**src/rtl/uart_pwm_pkg.sv**
```systemverilog
// rtl/uart_pwm_pkg.sv - shared constants and parser state type for the UART duty parser
//
// Purpose: ASCII byte constants, reply-character defaults, duty/accumulator widths
//          and the parser state encoding used by uart_duty_parser.
// Ports:   none (package)
package uart_pwm_pkg;

    localparam int DUTY_W = 8;
    // 10 bits hold 999, the largest three-digit value, so out-of-range
    // commands are seen as out of range rather than wrapping.
    localparam int ACC_W  = 10;

    localparam logic [7:0] CHAR_D      = 8'h44;
    localparam logic [7:0] CHAR_d      = 8'h64;
    localparam logic [7:0] CHAR_CR     = 8'h0D;
    localparam logic [7:0] CHAR_LF     = 8'h0A;
    localparam logic [7:0] CHAR_0      = 8'h30;
    localparam logic [7:0] CHAR_9      = 8'h39;
    localparam logic [7:0] ACK_DEFAULT = 8'h4B;
    localparam logic [7:0] NAK_DEFAULT = 8'h45;

    typedef enum logic [1:0] {
        ST_IDLE    = 2'd0,
        ST_DIGITS  = 2'd1,
        ST_DISCARD = 2'd2
    } parser_state_e;

endpackage

```
**src/rtl/uart_reply_buf.sv**
```systemverilog
// rtl/uart_reply_buf.sv - single-entry valid/ready reply register, first reply wins
//
// Purpose: holds one reply byte for the UART transmitter. A push while a reply
//          is still pending is dropped.
// Ports:   clk, reset (async, active-high)
//          push / push_data   : queue a reply byte
//          tx_data / tx_valid : pending reply, stable while tx_valid=1
//          tx_ready           : transmitter accepts when tx_valid & tx_ready
module uart_reply_buf
    import uart_pwm_pkg::*;
#(
    parameter int W = 8
) (
    input  logic         clk,
    input  logic         reset,
    input  logic         push,
    input  logic [W-1:0] push_data,
    output logic [W-1:0] tx_data,
    output logic         tx_valid,
    input  logic         tx_ready
);

    logic         valid_q, valid_d;
    logic [W-1:0] data_q,  data_d;

    always_comb begin
        valid_d = valid_q;
        data_d  = data_q;
        if (valid_q) begin
            // A push in the same cycle as a pending reply is dropped, even if
            // that reply is being accepted right now.
            if (tx_ready) begin
                valid_d = 1'b0;
            end
        end else if (push) begin
            valid_d = 1'b1;
            data_d  = push_data;
        end
    end

    always_ff @(posedge clk or posedge reset) begin
        if (reset) begin
            valid_q <= 1'b0;
            data_q  <= '0;
        end else begin
            valid_q <= valid_d;
            data_q  <= data_d;
        end
    end

    assign tx_valid = valid_q;
    assign tx_data  = data_q;

endmodule

```
**src/rtl/uart_duty_parser.sv**
```systemverilog
// rtl/uart_duty_parser.sv - parses "D<digits><CR|LF>" commands into a PWM duty value
//
// Purpose: consumes UART bytes, validates duty commands (0..MAX_DUTY), drives the
//          PWM duty input and queues an ACK/NAK reply per command.
// Ports:   clk, reset (async, active-high)
//          rx_data/rx_valid/rx_error : received byte strobe, rx_error marks framing error
//          duty / duty_update        : current duty and one-cycle update pulse
//          cmd_error                 : one-cycle pulse per rejected command or byte
//          tx_data/tx_valid/tx_ready : one-entry reply channel to the transmitter
module uart_duty_parser
    import uart_pwm_pkg::*;
#(
    parameter int          MAX_DUTY       = 100,
    parameter int          RESET_DUTY     = 0,
    parameter int          MAX_DIGITS     = 3,
    parameter int          TIMEOUT_CYCLES = 1000000,
    parameter logic [7:0]  ACK_CHAR       = ACK_DEFAULT,
    parameter logic [7:0]  NAK_CHAR       = NAK_DEFAULT
) (
    input  logic              clk,
    input  logic              reset,
    input  logic [7:0]        rx_data,
    input  logic              rx_valid,
    input  logic              rx_error,
    output logic [DUTY_W-1:0] duty,
    output logic              duty_update,
    output logic              cmd_error,
    output logic [7:0]        tx_data,
    output logic              tx_valid,
    input  logic              tx_ready
);

    localparam int NDIG_W = $clog2(MAX_DIGITS + 1);
    localparam int TMO_W  = $clog2(TIMEOUT_CYCLES + 1);

    localparam logic [ACC_W-1:0]  MAX_ACC  = ACC_W'(MAX_DUTY);
    localparam logic [NDIG_W-1:0] MAX_NDIG = NDIG_W'(MAX_DIGITS);
    localparam logic [TMO_W-1:0]  TMO_LAST = TMO_W'(TIMEOUT_CYCLES - 1);

    parser_state_e     state_q, state_d;
    logic [ACC_W-1:0]  acc_q, acc_d;
    logic [NDIG_W-1:0] ndig_q, ndig_d;
    logic [TMO_W-1:0]  tmo_q, tmo_d;
    logic [DUTY_W-1:0] duty_q, duty_d;
    logic              duty_update_q, duty_update_d;
    logic              cmd_error_q, cmd_error_d;

    logic accept_ev;
    logic error_ev;

    // Byte classification; a byte with a framing error is never treated as
    // a command, digit or terminator.
    logic byte_ok, is_cmd, is_term, is_digit;
    assign byte_ok  = rx_valid && !rx_error;
    assign is_cmd   = byte_ok && (rx_data == CHAR_D || rx_data == CHAR_d);
    assign is_term  = byte_ok && (rx_data == CHAR_CR || rx_data == CHAR_LF);
    assign is_digit = byte_ok && (rx_data >= CHAR_0) && (rx_data <= CHAR_9);

    // State register
    always_ff @(posedge clk or posedge reset) begin
        if (reset) begin
            state_q <= ST_IDLE;
        end else begin
            state_q <= state_d;
        end
    end

    // Next state and command events
    always_comb begin
        state_d   = state_q;
        accept_ev = 1'b0;
        error_ev  = 1'b0;
        case (state_q)
            ST_IDLE: begin
                if (rx_valid) begin
                    if (is_cmd) begin
                        state_d = ST_DIGITS;
                    end else if (!is_term) begin
                        error_ev = 1'b1;
                    end
                end
            end
            ST_DIGITS: begin
                if (rx_valid) begin
                    if (is_digit) begin
                        if (ndig_q == MAX_NDIG) begin
                            error_ev = 1'b1;
                            state_d  = ST_DISCARD;
                        end
                    end else if (is_term) begin
                        state_d = ST_IDLE;
                        if (ndig_q != '0 && acc_q <= MAX_ACC) begin
                            accept_ev = 1'b1;
                        end else begin
                            error_ev = 1'b1;
                        end
                    end else begin
                        error_ev = 1'b1;
                        state_d  = ST_DISCARD;
                    end
                end else if (tmo_q == TMO_LAST) begin
                    // A byte arriving in the expiry cycle takes the branch above.
                    error_ev = 1'b1;
                    state_d  = ST_IDLE;
                end
            end
            ST_DISCARD: begin
                if (is_term) begin
                    state_d = ST_IDLE;
                end
            end
            default: state_d = ST_IDLE;
        endcase
    end

    // Datapath and registered outputs
    always_comb begin
        acc_d         = acc_q;
        ndig_d        = ndig_q;
        tmo_d         = tmo_q;
        duty_d        = duty_q;
        duty_update_d = accept_ev;
        cmd_error_d   = error_ev;

        if (rx_valid || state_q != ST_DIGITS || state_d != ST_DIGITS) begin
            tmo_d = '0;
        end else begin
            tmo_d = tmo_q + 1'b1;
        end

        if (state_q == ST_IDLE && state_d == ST_DIGITS) begin
            acc_d  = '0;
            ndig_d = '0;
        end else if (state_q == ST_DIGITS && is_digit && ndig_q != MAX_NDIG) begin
            acc_d  = ACC_W'(acc_q * ACC_W'(10)) + ACC_W'(rx_data - CHAR_0);
            ndig_d = ndig_q + 1'b1;
        end

        if (accept_ev) begin
            duty_d = acc_q[DUTY_W-1:0];
        end
    end

    always_ff @(posedge clk or posedge reset) begin
        if (reset) begin
            acc_q         <= '0;
            ndig_q        <= '0;
            tmo_q         <= '0;
            duty_q        <= DUTY_W'(RESET_DUTY);
            duty_update_q <= 1'b0;
            cmd_error_q   <= 1'b0;
        end else begin
            acc_q         <= acc_d;
            ndig_q        <= ndig_d;
            tmo_q         <= tmo_d;
            duty_q        <= duty_d;
            duty_update_q <= duty_update_d;
            cmd_error_q   <= cmd_error_d;
        end
    end

    assign duty        = duty_q;
    assign duty_update = duty_update_q;
    assign cmd_error   = cmd_error_q;

    // Accept and error are mutually exclusive, so one push carries either reply.
    uart_reply_buf #(.W(8)) u_reply_buf (
        .clk       (clk),
        .reset     (reset),
        .push      (accept_ev | error_ev),
        .push_data (accept_ev ? ACK_CHAR : NAK_CHAR),
        .tx_data   (tx_data),
        .tx_valid  (tx_valid),
        .tx_ready  (tx_ready)
    );

endmodule
```
**config.mk**
```make
export PLATFORM = sky130hd
export DESIGN_NAME = uart_duty_parser
export DESIGN_NICKNAME = d
export VERILOG_FILES = /design/src/rtl/uart_pwm_pkg.sv /design/src/rtl/uart_reply_buf.sv /design/src/rtl/uart_duty_parser.sv
export SDC_FILE = /design/constraint.sdc
export NUM_CORES = 1
export LEC_CHECK = 0
export CAP_MARGIN = 15
export CORE_MARGIN = 3
export CORE_UTILIZATION = 45
export CTS_BUF_LIST = sky130_fd_sc_hd__clkbuf_8
export DETAILED_ROUTE_END_ITERATION = 6
export GPL_TIMING_DRIVEN = 1
export PLACE_DENSITY = 0.73
export SYNTH_ARGS = -nofsm -noshare
export SYNTH_HDL_FRONTEND = slang
export SYNTH_HIERARCHICAL = 1
export SYNTH_SLANG_ARGS = --single-unit
```
**constraint.sdc**
```tcl
create_clock -name clk -period 2.65 [get_ports clk]
set_input_delay 0.3975 -clock clk [delete_from_list [all_inputs] [get_ports clk]]
set_output_delay 0.3975 -clock clk [all_outputs]
set_load 0.05 [all_outputs]
```
==> metrics.txt, run 1 <==
status completed; CTS clk-pin slew, worst paths 0.10 ns; number of CTS-inserted buffers 5; Worst Skew ~0.008 ns; final net count 416; Post-Layout Cell Count 473; worst reg-to-reg path cell count 10; pin count of the biggest net entering global routing 21; commonest cells after routing, fill and taps aside 52 x dfrtp_1, 43 x nor2_1, 41 x buf_4, 28 x clkdlybuf4s50_1, 20 x xnor2_1; max_slew headroom 66.3%; Critical Path Most Common Cell ha_4; WS Path Type flop to flop; crit end category flop; Synth Register Bits 53; Iteration-0 DRC Markers 93; wire per inst 14.9 µm; Startpoint Class flop; Post-synth ARST share 100%; max_cap viols 0; fin util 60.8%; Worst EP required about 2.9 ns; share of layout cells above drive strength 1 25.2%; Cells after DPL between 400 and 500; most common cell after layout, fill and taps aside dfrtp_1; Mapped Area roughly 3200 µm²; slowest CP cell dfrtp_1; Initial Util a little under half; Worst EP arrival 2.87 ns; Final Max Tran Viols 0; Final HPWL DP 5210 µm; WHS around 0.37 ns; Worst VDD drop 0.210 mV; Final Setup Violations 0; GR Overflow Total 0; Post-Route WL just over 7000 µm; TritonRoute pass-1 iters 4; vias roughly 2500; IO Port Bufs 31; EDFF count, synth 0; Die Y-Extent around 90 µm; crit-path cells ha_4 > ha_4 > fa_2 > xor2_1 > ha_1 > o21a_1 > a2111oi_4 > nor3_2 > xnor2_1 > a211oi_1; Root Buffer clkbuf_8; Tot Pwr 1.67 mW; Die ar. 8120 µm²; core box area 6830 µm²; Tcrit/Tclk final 99.9%; hold crit path type input pin to async pin; GRT Total Usage 17.8%; PD cells 403 nW/µm²; ANT nets after route 0; CTS tree yes; Num Clock Sinks 53; Worst path max stage delay 0.43 ns; sequential element share of the synthesized area a little over two fifths; CTS Buffer Depth 2; CP max FO 2; Layout area overhead 30.3%; DRC 0; FMAX 378 MHz; synth unique cells 46; final-report hold violation count 0; DR vias/cell 5.20; RSZ-0062 raised after global routing yes; Mapped Cells 301; first-pass GRT wire length 11800 µm; n_diodes 0; Syn Area/Cell 10.6 µm²; worst-margin pin slew about 0.5 ns; FP Rows 30; Final Wtd Congestion ~0.9; IO Pins 32; min Tclk post-route approximately 2.6 ns; setup TNS 0 ns; initial antenna violation count 0; CTS HTree Levels 2; ys flop type dfrtp_1; synth warn 6; number of global-route vias before repair 2511; clk_lat worst skew ~0.31 ns; Pleak 1.98 nW; Die Wd 90.1 µm
-- layer usage --
metal	share of wire, %	GRT usage, %	up-vias
met2	48	28.5	50
li1	-	-	1187
met4	2.7	7.27	0
met3	3.4	3.51	16
met5	0	0	-
met1	46	23.7	1207
-- critical path, delay by kind of cell, from the launching register on --
kind,cells,cell delay (ns)
adder cells (fa/ha/maj),4,1.06
AO/OA/AOI/OAI,3,0.69
AND/OR/NAND/NOR,1,0.09
flip-flops,1,0.43
XOR/XNOR,2,0.29
-- flip-flops by register name (all words and copies together) (netlist names) --
signal and flops:
acc_q 10, cmd_error 1, duty 8, duty_update 1
ndig_q 2, state_q 2, tmo_q 20, u_reply_buf/tx_data 8
u_reply_buf/tx_valid 1
-- area by class of cell --
class                           count  area, µm²
Fill cell                         574       2680
Multi-Input combinational cell    232       1950
Sequential cell                    53       1330
Timing Repair Buffer               72        626
Tap cell                           96        120
Clock buffer                        5       68.8
Inverter                           12       45.0
Clock inverter                      3       17.5
-- cell usage after synthesis, drive strengths merged (3+ instances only) --
| cell | number | area share, % |
|---|---|---|
| dfrtp | 53 | 42 |
| nor2 | 44 | 5.2 |
| ha | 25 | 9.8 |
| xnor2 | 20 | 5.5 |
| mux2 | 15 | 7.1 |
| xor2 | 15 | 4.1 |
| a21oi | 13 | 2.2 |
| nand3 | 13 | 2.6 |
| inv | 12 | 1.4 |
| nand2 | 11 | 1.3 |
| mux2i | 9 | 2.8 |
| nor3 | 8 | 1.3 |
| o21ai | 6 | 0.94 |
| clkbuf | 4 | 0.47 |
| nand4 | 4 | 0.79 |
| o21bai | 4 | 0.94 |
| and3 | 3 | 0.59 |
| buf | 3 | 0.86 |
| nand3b | 3 | 0.71 |
| nor4 | 3 | 1.1 |
| or2 | 3 | 0.59 |
-- per-stage QoR --
stage	cell area [µm²]	setup WS, ns
5_1_grt	4150	-0.104
4_1_cts	4080	-0.0513
3_5_place_dp	3890	-0.425
6_report	4150	0.00245
2_1_floorplan	3220	0.0170
3_3_place_gp	3890	-0.303
-- final timing paths --
kind	start	slack, ns	to
worst max-delay path	acc_q[1]	0.002	acc_q[9]
worst min-delay path	reset	0.37	tmo_q[0]
worst max register to register	acc_q[1]	0.002	acc_q[9]
worst min register to register	tmo_q[0]	0.50	tmo_q[0]
max in group asynchronous	reset	1.73	acc_q[2]
min in group clk	tmo_q[0]	0.50	tmo_q[0]
-- logic make-up after synthesis --
group	Yosys count	share of synthesized area [%]
AND/OR/NAND/NOR	106	17.8
XOR/XNOR	35	9.63
multiplexers	24	9.90
adder cells (fa/ha/maj)	27	11.1
other	2	0.236
AO/OA/AOI/OAI	35	6.95
flip-flops	53	41.7
buffers and inverters	19	2.75
-- report_power, final --
group          total [mW]  switching (mW)  internal [mW]
Clock               0.458           0.273          0.185
Combinational       0.355           0.201          0.155
Sequential          0.860          0.0218          0.838
Total                1.67           0.495           1.18
-- repair_timing --
| item | CTS | global route |
|---|---|---|
| endpoints found under the setup margin | 10 | 10 |
| gates resized for setup | 11 | 16 |
| pin swaps | 11 | 7 |
| hold buffers | 0 | 0 |
| buffers inserted | 3 | 0 |
Power figures use the tool's default switching activity.
==> run 2: changes to the inputs <==
--- a/config.mk
+++ b/config.mk
@@ -10,6 +10,7 @@
 export CORE_UTILIZATION = 45
 export CTS_BUF_LIST = sky130_fd_sc_hd__clkbuf_8
 export DETAILED_ROUTE_END_ITERATION = 6
+export GPL_ROUTABILITY_DRIVEN = 1
 export GPL_TIMING_DRIVEN = 1
 export PLACE_DENSITY = 0.73
 export SYNTH_ARGS = -nofsm -noshare
==> results of run 2 <==
No change in the layout: final DEF, timing and power equal those of run 1.
